### src/rtl/hmc_rf_responder.sv
// hmc_rf_responder: responder end of the HMC register-file access port.
// Accepts one read or write at a time and completes it ACCESS_LAT cycles
// later with a single-cycle rf_access_complete pulse.
//   addr 0            : ID (read-only, ID_VALUE)
//   addr 1            : ACCESS_CNT (read-only, 32-bit, zero-extended)
//   addr 2..NUM_REGS-1: 64-bit scratch registers
//   addr >= NUM_REGS  : invalid (completes with rf_invalid_address)
// Optional build macro RF_CLEAR_ON_READ_EN: a valid read of ACCESS_CNT
// returns the current count and then clears it.
// ACCESS_CNT_RESET sets the counter's reset value (0 for normal operation);
// it lets bring-up benches start the counter close to its wrap point.
module hmc_rf_responder #(
  parameter int unsigned NUM_REGS         = 8,
  parameter int unsigned ACCESS_LAT       = 2,
  parameter logic [63:0] ID_VALUE         = 64'h0000_0000_484D_4301,
  parameter logic [31:0] ACCESS_CNT_RESET = 32'h0000_0000
) (
  input  logic        clk_hmc,
  input  logic        res_hmc,
  input  logic [3:0]  rf_address,
  input  logic        rf_write_en,
  input  logic        rf_read_en,
  input  logic [63:0] rf_write_data,
  output logic [63:0] rf_read_data,
  output logic        rf_access_complete,
  output logic        rf_invalid_address
);

  typedef enum logic [1:0] {
    ST_IDLE = 2'd0,
    ST_BUSY = 2'd1,
    ST_DONE = 2'd2
  } state_t;

  localparam logic [4:0] NUM_REGS_W = 5'(NUM_REGS);
  localparam logic [3:0] LAT_M1     = 4'(ACCESS_LAT - 1);

  state_t      state;
  logic [3:0]  lat_cnt;
  logic [3:0]  op_addr;
  logic        op_write;
  logic        op_invalid;
  logic [63:0] op_data;
  logic [31:0] access_cnt;
  logic [63:0] scratch [16];
  logic [63:0] read_value;
  logic        addr_out_of_range;
  logic        clear_on_read;

  assign addr_out_of_range = ({1'b0, rf_address} >= NUM_REGS_W);

`ifdef RF_CLEAR_ON_READ_EN
  assign clear_on_read = !op_write && (op_addr == 4'd1);
`else
  assign clear_on_read = 1'b0;
`endif

  // Read mux over the register map for the latched address.
  always_comb begin
    // NOTE: default assignment first so no path leaves read_value unassigned (no latch).
    read_value = scratch[op_addr];
    if (op_addr == 4'd0) begin
      read_value = ID_VALUE;
    end else if (op_addr == 4'd1) begin
      read_value = {32'd0, access_cnt};
    end
  end

  // Access FSM: latch request, count latency, then complete with registered outputs.
  always_ff @(posedge clk_hmc) begin
    if (res_hmc) begin
      state              <= ST_IDLE;
      lat_cnt            <= 4'd0;
      op_addr            <= 4'd0;
      op_write           <= 1'b0;
      op_invalid         <= 1'b0;
      op_data            <= 64'd0;
      access_cnt         <= ACCESS_CNT_RESET;
      rf_read_data       <= 64'd0;
      rf_access_complete <= 1'b0;
      rf_invalid_address <= 1'b0;
    end else begin
      // NOTE: non-blocking assignments so every register here updates from pre-edge values.
      rf_access_complete <= 1'b0;
      rf_invalid_address <= 1'b0;
      case (state)
        ST_IDLE: begin
          if (rf_write_en || rf_read_en) begin
            op_addr    <= rf_address;
            op_write   <= rf_write_en;
            op_data    <= rf_write_data;
            op_invalid <= (rf_write_en && rf_read_en) || addr_out_of_range;
            lat_cnt    <= LAT_M1;
            state      <= (ACCESS_LAT == 1) ? ST_DONE : ST_BUSY;
          end
        end
        ST_BUSY: begin
          lat_cnt <= lat_cnt - 4'd1;
          if (lat_cnt == 4'd1) begin
            state <= ST_DONE;
          end
        end
        ST_DONE: begin
          rf_access_complete <= 1'b1;
          rf_invalid_address <= op_invalid;
          rf_read_data       <= (op_invalid || op_write) ? 64'd0 : read_value;
          if (!op_invalid) begin
            access_cnt <= clear_on_read ? 32'd0 : access_cnt + 32'd1;
          end
          state <= ST_IDLE;
        end
        default: state <= ST_IDLE;
      endcase
    end
  end

  // Scratch registers: write committed on the completion edge of a valid write.
  always_ff @(posedge clk_hmc) begin
    if (res_hmc) begin
      // NOTE: the scratch array is cleared by reset because software expects 0 after reset.
      for (int i = 0; i < 16; i++) begin
        scratch[i] <= 64'd0;
      end
    end else if (state == ST_DONE && op_write && !op_invalid && op_addr >= 4'd2) begin
      scratch[op_addr] <= op_data;
    end
  end

endmodule
### config.mk
export PLATFORM = sky130hd
export DESIGN_NAME = hmc_rf_responder
export DESIGN_NICKNAME = d
export VERILOG_FILES = /design/src/rtl/hmc_rf_responder.sv
export SDC_FILE = /design/constraint.sdc
export NUM_CORES = 2
export LEC_CHECK = 0
export BUFFER_PORTS_ARGS = -buffer_cell sky130_fd_sc_hd__clkbuf_2
export CORE_MARGIN = 1.5
export CORE_UTILIZATION = 55
export CTS_BUF_LIST = sky130_fd_sc_hd__clkbuf_2 sky130_fd_sc_hd__clkbuf_4 sky130_fd_sc_hd__clkbuf_8
export DETAILED_ROUTE_END_ITERATION = 10
export PLACE_DENSITY_LB_ADDON = 0.05
export SETUP_SLACK_MARGIN = 0.3
export SLEW_MARGIN = 40
export SYNTH_ARGS = -nofsm -noshare
export SYNTH_HDL_FRONTEND = slang
export SYNTH_SLANG_ARGS = --single-unit
export TNS_END_PERCENT = 50
### constraint.sdc
create_clock -name clk_hmc -period 2.65 [get_ports clk_hmc]
set_input_delay 0.265 -clock clk_hmc [delete_from_list [all_inputs] [get_ports clk_hmc]]
set_output_delay 0.265 -clock clk_hmc [all_outputs]
set_load 0.02 [all_outputs]
==> metrics.md <==
| Metric | Value |
|---|---|
| Area growth syn-to-layout | 15.8% |
| Final WL | roughly 140000 µm |
| Clock skew | ~31 ps |
| Critical path type | flip-flop to flip-flop |
| Post-Syn Area per Cell | 14.8 µm² |
| Max Fclk | about 440 MHz |
| Hpwl dp | 79500 µm |
| Grt met2 use | 50.6% |
| Drt initial violations | 3303 |
| Pre-CTS setup slack | 265 ps |
| Final ANT Viol Nets | 0 |
| Yosys warns | 0 |
| Part of the cycle the worst path needs | 86.0% |
| VDD IR max | 481 µV |
| I/O Buffers | about 140 |
| Grt peak-use layer | met2 |
| Largest net degree at the start of global routing | between 150 and 200 |
| Nets | between 3000 and 4000 |
| Crit path largest cell delay | 430 ps |
| Grt met3 use | ~5.5% |
| Drc violations | 0 |
| Min-Delay Path Class | input port to flip-flop |
| Most frequent cell after synthesis | edfxtp_1 |
| Antenna violations before repair | 12 |
| Final hold violations | 0 |
| Worst-skew pair later-pin latency | roughly 850 ps |
| Register area share after synthesis | between 60% and 70% |
| Worst setup SP type | flip-flop |
| Synth area leaders | edfxtp_1 (59%), and2_1 (11%), mux4_2 (8.1%), dfxtp_1 (6.8%), mux2i_1 (4.3%) |
| Prevailing post-synth register cell | edfxtp_1 |
| CTS buffer count | around 190 |
| Sum of negative setup slack | 0 ps |
| RSZ-0062 raised after global routing | true |
| Worst-path cell chain | nor3b_4 -> buf_4 -> nand4b_1 -> nor3_2 -> or2_4 -> buf_12 |
| Share of cells above drive strength 1 | 21.7% |
| H-tree depth | 4 |
| Clk Tree Root Cell | clkbuf_8 |
| CTS max path bufs | 3 |
| Synth top cells by count | edfxtp_1 (1024), and2_1 (905), mux2i_1 (223), clkbuf_1 (194), mux4_2 (188) |
| Initial Util | between 50% and 60% |
| Fillers | just under 7000 |
| DP Area | between 50000 and 60000 µm² |
| PD cells | between 600 and 700 nW/µm² |
| Share of the synthesized area in the top cell type | 59.0% |
| Io pins | between 100 and 150 |
| Crit path DAT | around 2800 ps |
| Syn Std Cell Area | around 52000 µm² |
| Worst setup margin | approximately 370 ps |
| Gr usage total | between 20% and 30% |
| Final std cell area, no fill | about 60000 µm² |
| Rel. slew slack | between 50% and 60% |
| Synth area leader | edfxtp_1 |
| Die ar. | roughly 97000 µm² |
| Crit path required time | 3150 ps |
| Max Slew Vio Count | 0 |
| Router iterations before antenna repair | 5 |
| Vias in the first global route | around 32000 |
| M1 GR Usage | a little under two fifths |
| CTS sink cnt | around 1200 |
| Final core occ | approximately 65% |
| Die Y | around 310 µm |
| First-pass GRT wire length | between 200000 and 250000 µm |
| Total gr overflow | 0 |
| Number of synthesized flops with an enable pin | roughly 1000 |
| Run status | complete, no violations |
| WL per Instance | 27.2 µm |
| Final worst path period need | approximately 2300 ps |
| Critical-path top delay cell | dfxtp_1 |
| Clock-pin slew on the worst setup and hold paths | 60 ps |
| GP Congestion | 0.809 |
| Max cap viols | 0 |
| Vias/cell | ~6 |
| CP Capture Type | flip-flop |
| CORE AREA | roughly 94000 µm² |
| Syn Inst Count | ~3500 |
| Worst Max-Slew Pin Slew | between 700 and 800 ps |
| Die W | 311 µm |
| # rows | 112 |
| Vias post-DR | ~31000 |
| CTS tree | built |
| Synthesized flop and latch total | around 1200 |
| Crit path max fanout | 36 |
| Post-synthesis async set-or-reset flop share | 0% |
| Setup Viol. Count Final | 0 |
| Count of cell types in the netlist | 51 |
| Leak pwr | roughly 22 nW |
## area by class of cell
| type | count | area, µm² | share of cell area (%) |
|---|---|---|---|
| diodes | 4 | 10.0 | 0.0166 |
| well taps | 1254 | 1570 | 2.60 |
| inverters | 9 | 35.0 | 0.0580 |
| flip-flops and latches | 1202 | 34300 | 56.8 |
| repair buffers | 348 | 3400 | 5.63 |
| clock buffers | 315 | 3730 | 6.19 |
| clock inverters | 44 | 263 | 0.435 |
| multi-input cells | 2133 | 17000 | 28.2 |
## critical path: cells and delay by family (launching register included)
| kind | cells | cell delay (ps) |
|---|---|---|
| buffers and inverters | 2 | 470 |
| DFF | 1 | 430 |
| and+or+nand+nor | 4 | 1000 |
## cells in the final DEF, fill, tap and decap left out, types with 8 or more instances in the layout
cell type	instances
nor2_4	9
dlygate4sd3_1	73
a21oi_1	101
xor2_1	9
clkbuf_4	96
nand4_1	9
a32oi_1	38
or2_4	14
and2_1	904
dfxtp_1	175
buf_4	64
a22oi_1	78
o21ai_1	10
nand3_1	11
clkbuf_8	219
inv_1	8
a22o_1	32
nand2_1	173
edfxtp_1	1024
o221ai_1	14
nor2_1	32
mux4_2	188
clkinv_1	20
mux2_2	26
a211oi_1	30
clkinv_2	16
conb_1	128
nor3_1	13
clkbuf_2	136
mux2i_1	223
buf_12	66
nor2b_1	21
## worst paths after layout
path / startpoint / to / slack (ps) / depth (start not counted)
max reg2reg: state[1] / scratch[4][19] / 370 / 6
min: rf_write_data[50] / op_data[50] / 200 / 4
min reg2reg: rf_read_data[0] / rf_read_data[0] / 460 / 2
max: state[1] / scratch[4][19] / 370 / 6
## flip-flops by register name (all words and copies together) (netlist names), named ones only
register	count
scratch	1024
rf_access_complete	1
rf_invalid_address	1
op_invalid	1
op_data	64
rf_read_data	64
op_addr	4
access_cnt	32
state	2
op_write	1
lat_cnt	4
## per-layer routing
| metal | vias up | share of wire, % |
|---|---|---|
| li1 | 13600 | - |
| met1 | 16000 | 39 |
| met2 | 1386 | 50 |
| met3 | 257 | 7.8 |
| met4 | 0 | 3.4 |
| met5 | - | 0 |
## timing repair
item                                   in CTS  in global routing
endpoints found under the hold margin     105                  0
resized for setup                           0                  8
cloned                                      0                  1
setup endpoints to repair                  38                340
hold buffers                               73                  0
setup buffers                               1                 12
## power breakdown
part           switching, W  total (W)  leakage [nW]  internal (W)
logic               0.00209    0.00359          8.16       0.00150
clock network       0.00719     0.0163          2.14       0.00906
registers          0.000570     0.0218          12.0        0.0212
total               0.00985     0.0416          22.2        0.0318
## through the flow
stage	power (W)	hold slack [ps]	instances
3_5_place_dp	0.0256	450	4858
3_3_place_gp	0.0255	442	4856
6_report	0.0416	196	5309
5_1_grt	0.0429	171	5307
2_1_floorplan	0.0241	401	3661
4_1_cts	0.0418	121	5291
## cell families (layout without fill, tap and decap cells)
| kind of cell | after synthesis | count (layout) | synth area share, % |
|---|---|---|---|
| multiplexers | 437 | 437 | 13.0 |
| AO/OA/AOI/OAI | 319 | 319 | 4.24 |
| AND/OR/NAND/NOR | 1236 | 1236 | 13.9 |
| adder cells (fa/ha/maj) | 3 | 3 | 0.0720 |
| flip-flops | 1202 | 1202 | 65.8 |
| XOR/XNOR | 10 | 10 | 0.168 |
| other | 1 | 132 | 0.00719 |
| buffers and inverters | 326 | 716 | 2.84 |
No activity file was read; power rests on OpenSTA's default activity.
